===== config.mk =====
export PLATFORM = sky130hd
export DESIGN_NAME = cii_cursor_writer_flat
export DESIGN_NICKNAME = d
export VERILOG_FILES = /design/src/rtl/cii_cursor_writer_if.sv /design/src/rtl/cii_cursor_writer.sv /design/src/flat_wrapper.sv
export SDC_FILE = /design/constraint.sdc
export NUM_CORES = 1
export LEC_CHECK = 0
export CELL_PAD_IN_SITES_DETAIL_PLACEMENT = 1
export CELL_PAD_IN_SITES_GLOBAL_PLACEMENT = 2
export CORE_MARGIN = 2
export CORE_UTILIZATION = 33
export CTS_CLUSTER_DIAMETER = 60
export DETAILED_ROUTE_END_ITERATION = 12
export GPL_ROUTABILITY_DRIVEN = 0
export HOLD_SLACK_MARGIN = 0.05
export PLACE_DENSITY_LB_ADDON = 0.1
export SLEW_MARGIN = 5
export SYNTH_ARGS = -nofsm -noshare
export SYNTH_HDL_FRONTEND = slang
export SYNTH_SLANG_ARGS = --single-unit

===== constraint.sdc =====
create_clock -name clk -period 2.9 [get_ports clk]
set_input_delay 0.87 -clock clk [delete_from_list [all_inputs] [get_ports clk]]
set_output_delay 0.87 -clock clk [all_outputs]
set_load 0.02 [all_outputs]

===== src/rtl/cii_cursor_writer_if.sv =====
// Keyboard-side handshake, clear request, RAM write port and cursor/busy status
// for the character table writer.
interface cii_cursor_writer_if;
  logic       in_valid;
  logic [7:0] in_ascii;
  logic       in_ready;
  logic       clear;
  logic       we;
  logic [6:0] char_x_we;
  logic [4:0] char_y_we;
  logic [7:0] ascii_we;
  logic [6:0] cur_x;
  logic [4:0] cur_y;
  logic       busy;

  modport master (
    output in_valid, in_ascii, clear,
    input  in_ready, we, char_x_we, char_y_we, ascii_we, cur_x, cur_y, busy
  );

  modport slave (
    input  in_valid, in_ascii, clear,
    output in_ready, we, char_x_we, char_y_we, ascii_we, cur_x, cur_y, busy
  );
endinterface


===== src/rtl/cii_cursor_writer.sv =====
// Write-side controller for the 70x30 character table: blanks the screen, then
// places typed characters at the cursor. Optional tab stops via CII_TAB_EN.
module cii_cursor_writer #(
  parameter int         COLS  = 70,
  parameter int         ROWS  = 30,
  parameter logic [7:0] BLANK = 8'h20
) (
  input logic             clk,
  input logic             rst,
  cii_cursor_writer_if.slave bus
);

  typedef enum logic [0:0] {CLEAR, IDLE} state_e;

  localparam logic [6:0] X_MAX = 7'(COLS - 1);
  localparam logic [4:0] Y_MAX = 5'(ROWS - 1);
  localparam logic [4:0] Y_END = 5'(ROWS);

  state_e     state_q, state_d;
  logic [6:0] sx_q, sx_d;
  logic [4:0] sy_q, sy_d;
  logic [6:0] cx_q, cx_d;
  logic [4:0] cy_q, cy_d;
  logic       we_q, we_d;
  logic [6:0] wx_q, wx_d;
  logic [4:0] wy_q, wy_d;
  logic [7:0] wa_q, wa_d;
  logic       busy_q, busy_d;
  logic       in_ready;
  logic       hs;
  logic [7:0] code;
`ifdef CII_TAB_EN
  logic [7:0] tab_x;
`endif

  function automatic logic [4:0] next_row(input logic [4:0] y);
    return (y == Y_MAX) ? 5'd0 : y + 5'd1;
  endfunction

  assign in_ready = (state_q == IDLE) && !bus.clear;
  assign hs       = bus.in_valid && in_ready;
  assign code     = bus.in_ascii;

  always_comb begin
    state_d = state_q;
    sx_d    = sx_q;
    sy_d    = sy_q;
    cx_d    = cx_q;
    cy_d    = cy_q;
    we_d    = 1'b0;
    wx_d    = wx_q;
    wy_d    = wy_q;
    wa_d    = wa_q;
    busy_d  = busy_q;
`ifdef CII_TAB_EN
    tab_x   = {1'b0, cx_q | 7'h07} + 8'd1;
`endif
    case (state_q)
      CLEAR: begin
        if (bus.clear) begin
          // Restart: (0,0) goes out now, the sweep resumes from (1,0).
          we_d = 1'b1;
          wx_d = 7'd0;
          wy_d = 5'd0;
          wa_d = BLANK;
          sx_d = 7'd1;
          sy_d = 5'd0;
        end else if (sy_q == Y_END) begin
          state_d = IDLE;
          busy_d  = 1'b0;
          cx_d    = 7'd0;
          cy_d    = 5'd0;
        end else begin
          we_d = 1'b1;
          wx_d = sx_q;
          wy_d = sy_q;
          wa_d = BLANK;
          if (sx_q == X_MAX) begin
            sx_d = 7'd0;
            sy_d = sy_q + 5'd1;
          end else begin
            sx_d = sx_q + 7'd1;
          end
        end
      end
      IDLE: begin
        if (bus.clear) begin
          state_d = CLEAR;
          busy_d  = 1'b1;
          sx_d    = 7'd0;
          sy_d    = 5'd0;
        end else if (hs) begin
          if (code >= 8'h20 && code <= 8'h7E) begin
            we_d = 1'b1;
            wx_d = cx_q;
            wy_d = cy_q;
            wa_d = code;
            if (cx_q == X_MAX) begin
              cx_d = 7'd0;
              cy_d = next_row(cy_q);
            end else begin
              cx_d = cx_q + 7'd1;
            end
          end else if (code == 8'h0A || code == 8'h0D) begin
            cx_d = 7'd0;
            cy_d = next_row(cy_q);
          end else if (code == 8'h08) begin
            if (cx_q != 7'd0) begin
              cx_d = cx_q - 7'd1;
            end else if (cy_q != 5'd0) begin
              cx_d = X_MAX;
              cy_d = cy_q - 5'd1;
            end
            // Blank lands on the post-move cell, so compute it from the _d values.
            we_d = 1'b1;
            wx_d = cx_d;
            wy_d = cy_d;
            wa_d = BLANK;
          end
`ifdef CII_TAB_EN
          else if (code == 8'h09) begin
            if (tab_x >= 8'(COLS)) begin
              cx_d = 7'd0;
              cy_d = next_row(cy_q);
            end else begin
              cx_d = tab_x[6:0];
            end
          end
`endif
        end
      end
      default: state_d = CLEAR;
    endcase
  end

  always_ff @(posedge clk or negedge rst) begin
    if (!rst) begin
      state_q <= CLEAR;
      sx_q    <= 7'd0;
      sy_q    <= 5'd0;
      cx_q    <= 7'd0;
      cy_q    <= 5'd0;
      we_q    <= 1'b0;
      wx_q    <= 7'd0;
      wy_q    <= 5'd0;
      wa_q    <= 8'd0;
      busy_q  <= 1'b1;
    end else begin
      state_q <= state_d;
      sx_q    <= sx_d;
      sy_q    <= sy_d;
      cx_q    <= cx_d;
      cy_q    <= cy_d;
      we_q    <= we_d;
      wx_q    <= wx_d;
      wy_q    <= wy_d;
      wa_q    <= wa_d;
      busy_q  <= busy_d;
    end
  end

  assign bus.in_ready  = in_ready;
  assign bus.we        = we_q;
  assign bus.char_x_we = wx_q;
  assign bus.char_y_we = wy_q;
  assign bus.ascii_we  = wa_q;
  assign bus.cur_x     = cx_q;
  assign bus.cur_y     = cy_q;
  assign bus.busy      = busy_q;

endmodule


===== src/flat_wrapper.sv =====
// flat-port wrapper written by rule: the top's interface ports become plain ports
module cii_cursor_writer_flat 
#(
  parameter int         COLS  = 70,
  parameter int         ROWS  = 30,
  parameter logic [7:0] BLANK = 8'h20
)
  (clk, rst, bus_in_valid, bus_in_ascii, bus_clear, bus_in_ready, bus_we, bus_char_x_we, bus_char_y_we, bus_ascii_we, bus_cur_x, bus_cur_y, bus_busy);
  cii_cursor_writer_if bus_i ();
  input logic clk;
  input logic rst;
  input wire logic [$bits(bus_i.in_valid)-1:0] bus_in_valid;
  input wire logic [$bits(bus_i.in_ascii)-1:0] bus_in_ascii;
  input wire logic [$bits(bus_i.clear)-1:0] bus_clear;
  output wire logic [$bits(bus_i.in_ready)-1:0] bus_in_ready;
  output wire logic [$bits(bus_i.we)-1:0] bus_we;
  output wire logic [$bits(bus_i.char_x_we)-1:0] bus_char_x_we;
  output wire logic [$bits(bus_i.char_y_we)-1:0] bus_char_y_we;
  output wire logic [$bits(bus_i.ascii_we)-1:0] bus_ascii_we;
  output wire logic [$bits(bus_i.cur_x)-1:0] bus_cur_x;
  output wire logic [$bits(bus_i.cur_y)-1:0] bus_cur_y;
  output wire logic [$bits(bus_i.busy)-1:0] bus_busy;
  assign bus_i.in_valid = bus_in_valid;
  assign bus_i.in_ascii = bus_in_ascii;
  assign bus_i.clear = bus_clear;
  assign bus_in_ready = bus_i.in_ready;
  assign bus_we = bus_i.we;
  assign bus_char_x_we = bus_i.char_x_we;
  assign bus_char_y_we = bus_i.char_y_we;
  assign bus_ascii_we = bus_i.ascii_we;
  assign bus_cur_x = bus_i.cur_x;
  assign bus_cur_y = bus_i.cur_y;
  assign bus_busy = bus_i.busy;
  cii_cursor_writer #(.COLS(COLS), .ROWS(ROWS), .BLANK(BLANK)) u_core (.clk(clk), .rst(rst), .bus(bus_i));
endmodule

==> flow_summary.json, run 1 <==
{
  "finalPower_uw": 1460,
  "grt_usage_pct": 21.8,
  "num_antenna_cells": 0,
  "p_clk_share_pct": 27.8,
  "slew_headroom_pct": 52.4,
  "yosys-top-cells-area": "dfrtp_1 (38%), o21ai_0 (4.4%), ha_1 (4.1%)",
  "rr_worst_depth": 7,
  "crit_fanout": 2,
  "core_area_um2": 9110,
  "yosys.area_share.simple_pct": 21.2,
  "cts_hold_buf": 0,
  "rows": 35,
  "drive_gt1_share_pct": 17.1,
  "cp.arrival_ps": 1890,
  "internal_power_uw": 997,
  "cts_tree": "done",
  "fin_nets": 436,
  "final_hold_viol_count": 0,
  "hp-start": "u_core.bus.busy",
  "grt_max_degree": 28,
  "drtPass1Iterations": 4,
  "synth_ff_type": "dfrtp_1",
  "fp.dieH_um": 100,
  "port_buffers": 46,
  "cts_max_level": 2,
  "hold_depth": 2,
  "synthArstFlopShare_pct": 100,
  "synth.largest_area_cell": "dfrtp_1",
  "drc": 0,
  "power_frac_comb_pct": 22.8,
  "final_common_cell": "dfrtp_1",
  "end_kind": "primary output",
  "synth_nets": 356,
  "first_iter_violations": 156,
  "synth_edf_count": 0,
  "clock_skew_ps": 11.9,
  "tightest_slew_ps": 714,
  "criticalPathCategory": "in -> out",
  "r2r-start": "u_core.bus.cur_x[1]",
  "cts_max_path_buffers": 2,
  "grt_overflow": 0,
  "via_count": 2991,
  "synthAdderAreaFrac_pct": 4.10,
  "p_leak_uw": 0.00169,
  "io_pins": 47,
  "syn_to_final_growth_pct": 31.0,
  "synth-seq-cells": 47,
  "yosysTopAreaCellShare_pct": 37.7,
  "syn_avg_cell_area_um2": 9.14,
  "fmax_mhz": 362,
  "seqPwrFrac_pct": 49.4,
  "synthCells": 334,
  "synthXorXnorAreaFrac_pct": 1.15,
  "critPathLaunchType": "input port",
  "dieArea_um2": 10000,
  "first_global_vias": 3026,
  "clockRootBuffer": "clkbuf_8",
  "switching_share_pct": 31.8,
  "timing.final.max_slew_violations": 0,
  "ant_nets": 0,
  "yosys-mux-area-fraction_pct": 5.37,
  "grt_pass1_wl_mm": 17.0,
  "period_minus_slack_ps": 2760,
  "synth_compound_area_share_pct": 25.2,
  "wl_mm": 10.6,
  "yosysUniqueCellTypes": 72,
  "syn_area_um2": 3050,
  "dp_hpwl_mm": 8.08,
  "start_util_pct": 33.5,
  "final.period_utilization_pct": 95.3,
  "die_w_um": 100,
  "cts.sinks": 47,
  "setup_viol": 0,
  "synth.yosys.seq_area_share_pct": 38.5,
  "run_status": "complete, no violations",
  "clk_pin_slew_ps": 90,
  "rrSetupSlack_ps": 460,
  "antenna_found_initial": 0,
  "holdCritPathClass": "reg -> reg",
  "holdPathEnd": "u_core.bus.busy",
  "final_cell_mix": "dfrtp_1 (46), clkdlybuf4s50_1 (44), buf_4 (43), o21ai_0 (27), nand3_1 (20)",
  "viasPerCell": 5.69,
  "fin_util_pct": 43.9,
  "reg2reg_to": "u_core.bus.char_y_we[1]",
  "numCtsBuffers": 5,
  "netSwitchingPower_uw": 465,
  "required_ps": 2030,
  "power.density_nw_per_um2": 365,
  "yosysWarnings": 0,
  "rsz0062_at_grt": "false",
  "wire_per_inst_um": 20.2,
  "vdd_drop_max_mv": 0.192,
  "synth_top_family_by_area": "compound AO/OA/AOI/OAI gates",
  "clk_latency_ps": 300,
  "drv_cap": 0
}
==> metal layers <==
metal | global-route usage [%] | part of all wire (%)
met4 | 3.69 | 0.55
met1 | 31.7 | 49
met3 | 3.13 | 4.0
met5 | 0 | 0
met2 | 34.9 | 46
==> through the flow <==
| stage | worst slack, ps | instances | instance area [µm²] | hold slack [ps] | TNS (ps) |
|---|---|---|---|---|---|
| final | 137 | 526 | 4000 | 497 | 0 |
| after global routing | 70.8 | 526 | 4000 | 516 | 0 |
| after detailed placement | -175 | 518 | 3920 | 482 | -1380 |
| after global placement | -134 | 518 | 3920 | 476 | -1040 |
| after floorplan | 320 | 334 | 3050 | 489 | 0 |
| after CTS | 113 | 526 | 4000 | 502 | 0 |
==> final cells by class <==
type	count	area [µm²]
clock buffers	6	72.6
clock inverters	2	13.8
fillers	1071	5110
inverters	15	58.8
multi-input cells	255	1740
flip-flops and latches	47	1180
well taps	111	139
repair buffers	90	797
==> how the worst max path moves through the flow <==
stage | startpoint | slack (ps) | to | cells past startpoint
final | bus_clear | 140 | bus_in_ready | 3
after floorplan | bus_in_ascii[6] | 320 | u_core.bus.char_x_we[0] | 7
after global placement | bus_clear | -130 | bus_in_ready | 3
after CTS | bus_clear | 110 | bus_in_ready | 3
after global routing | bus_clear | 70 | bus_in_ready | 3
after detailed placement | bus_clear | -170 | bus_in_ready | 3
==> worst max-delay path, stage by stage <==
cell and delay (ps):
clkdlybuf4s50_1 430, nor2b_1 220, dlygate4sd2_1 370
==> synthesized netlist by cell type (2+ instances only) <==
| master | number |
|---|---|
| o21a_1 | 2 |
| a221o_1 | 2 |
| o22ai_1 | 6 |
| or3_1 | 6 |
| a21o_1 | 2 |
| xor2_1 | 3 |
| o31ai_1 | 4 |
| nor4_1 | 4 |
| a21oi_1 | 13 |
| mux2_4 | 3 |
| buf_2 | 3 |
| nor2b_1 | 2 |
| nor3_1 | 14 |
| a31oi_1 | 5 |
| and3_1 | 8 |
| clkbuf_1 | 13 |
| o21bai_1 | 2 |
| mux2i_1 | 4 |
| a32oi_1 | 6 |
| nand2b_1 | 2 |
| nand4b_1 | 2 |
| ha_1 | 10 |
| a211o_1 | 3 |
| or2_2 | 3 |
| nand3b_1 | 2 |
| a211oi_1 | 2 |
| nand3_1 | 20 |
| dfrtp_1 | 46 |
| nand2_1 | 19 |
| mux2_1 | 5 |
| a32o_1 | 2 |
| a22o_1 | 7 |
| nand4_1 | 6 |
| a22oi_1 | 2 |
| or3b_1 | 2 |
| nor2_1 | 19 |
| o211ai_1 | 6 |
| inv_1 | 13 |
| o21ai_0 | 27 |
| mux2_2 | 2 |
==> power groups by stage <==
stage | registers [µW] | clock network (µW) | logic [µW]
2_1_floorplan | 733 | 0 | 169
3_3_place_gp | 734 | 0 | 330
3_5_place_dp | 735 | 0 | 335
4_1_cts | 722 | 426 | 337
5_1_grt | 727 | 443 | 368
6_report | 722 | 406 | 334
==> cell families after synthesis <==
family / after synthesis
adders and majority gates: 10
xor gates and xnor gates: 4
buffers and inverters: 32
AOI/OAI and AO/OA: 110
DFF: 47
and+or+nand+nor: 117
muxes: 14
==> sequential cells by signal, indices dropped and copies added (netlist names) <==
name                  flops
u_core.state_q            1
u_core.bus.cur_y          5
u_core.bus.cur_x          7
u_core.bus.ascii_we       8
u_core.bus.we             1
u_core.bus.char_x_we      7
u_core.bus.busy           1
u_core.sx_q               7
u_core.bus.char_y_we      5
u_core.sy_q               5
==> timing repair <==
item / CTS / global route
setup endpoints to repair: 1 / 0
hold endpoints to repair: 0 / 0
resized for setup: 1 / 0
setup buffers: 0 / 0
Note: power is estimated with default switching activity, not from simulation.
==> inputs of run 2 (changes only) <==
- SLEW_MARGIN: 5 -> default
==> results of run 2 <==
No change in the layout: final DEF, timing and power equal those of run 1.
==> inputs of run 3 (changes only) <==
- SLEW_MARGIN: default -> 20
==> results of run 3 <==
No change in the layout: final DEF, timing and power equal those of run 1.
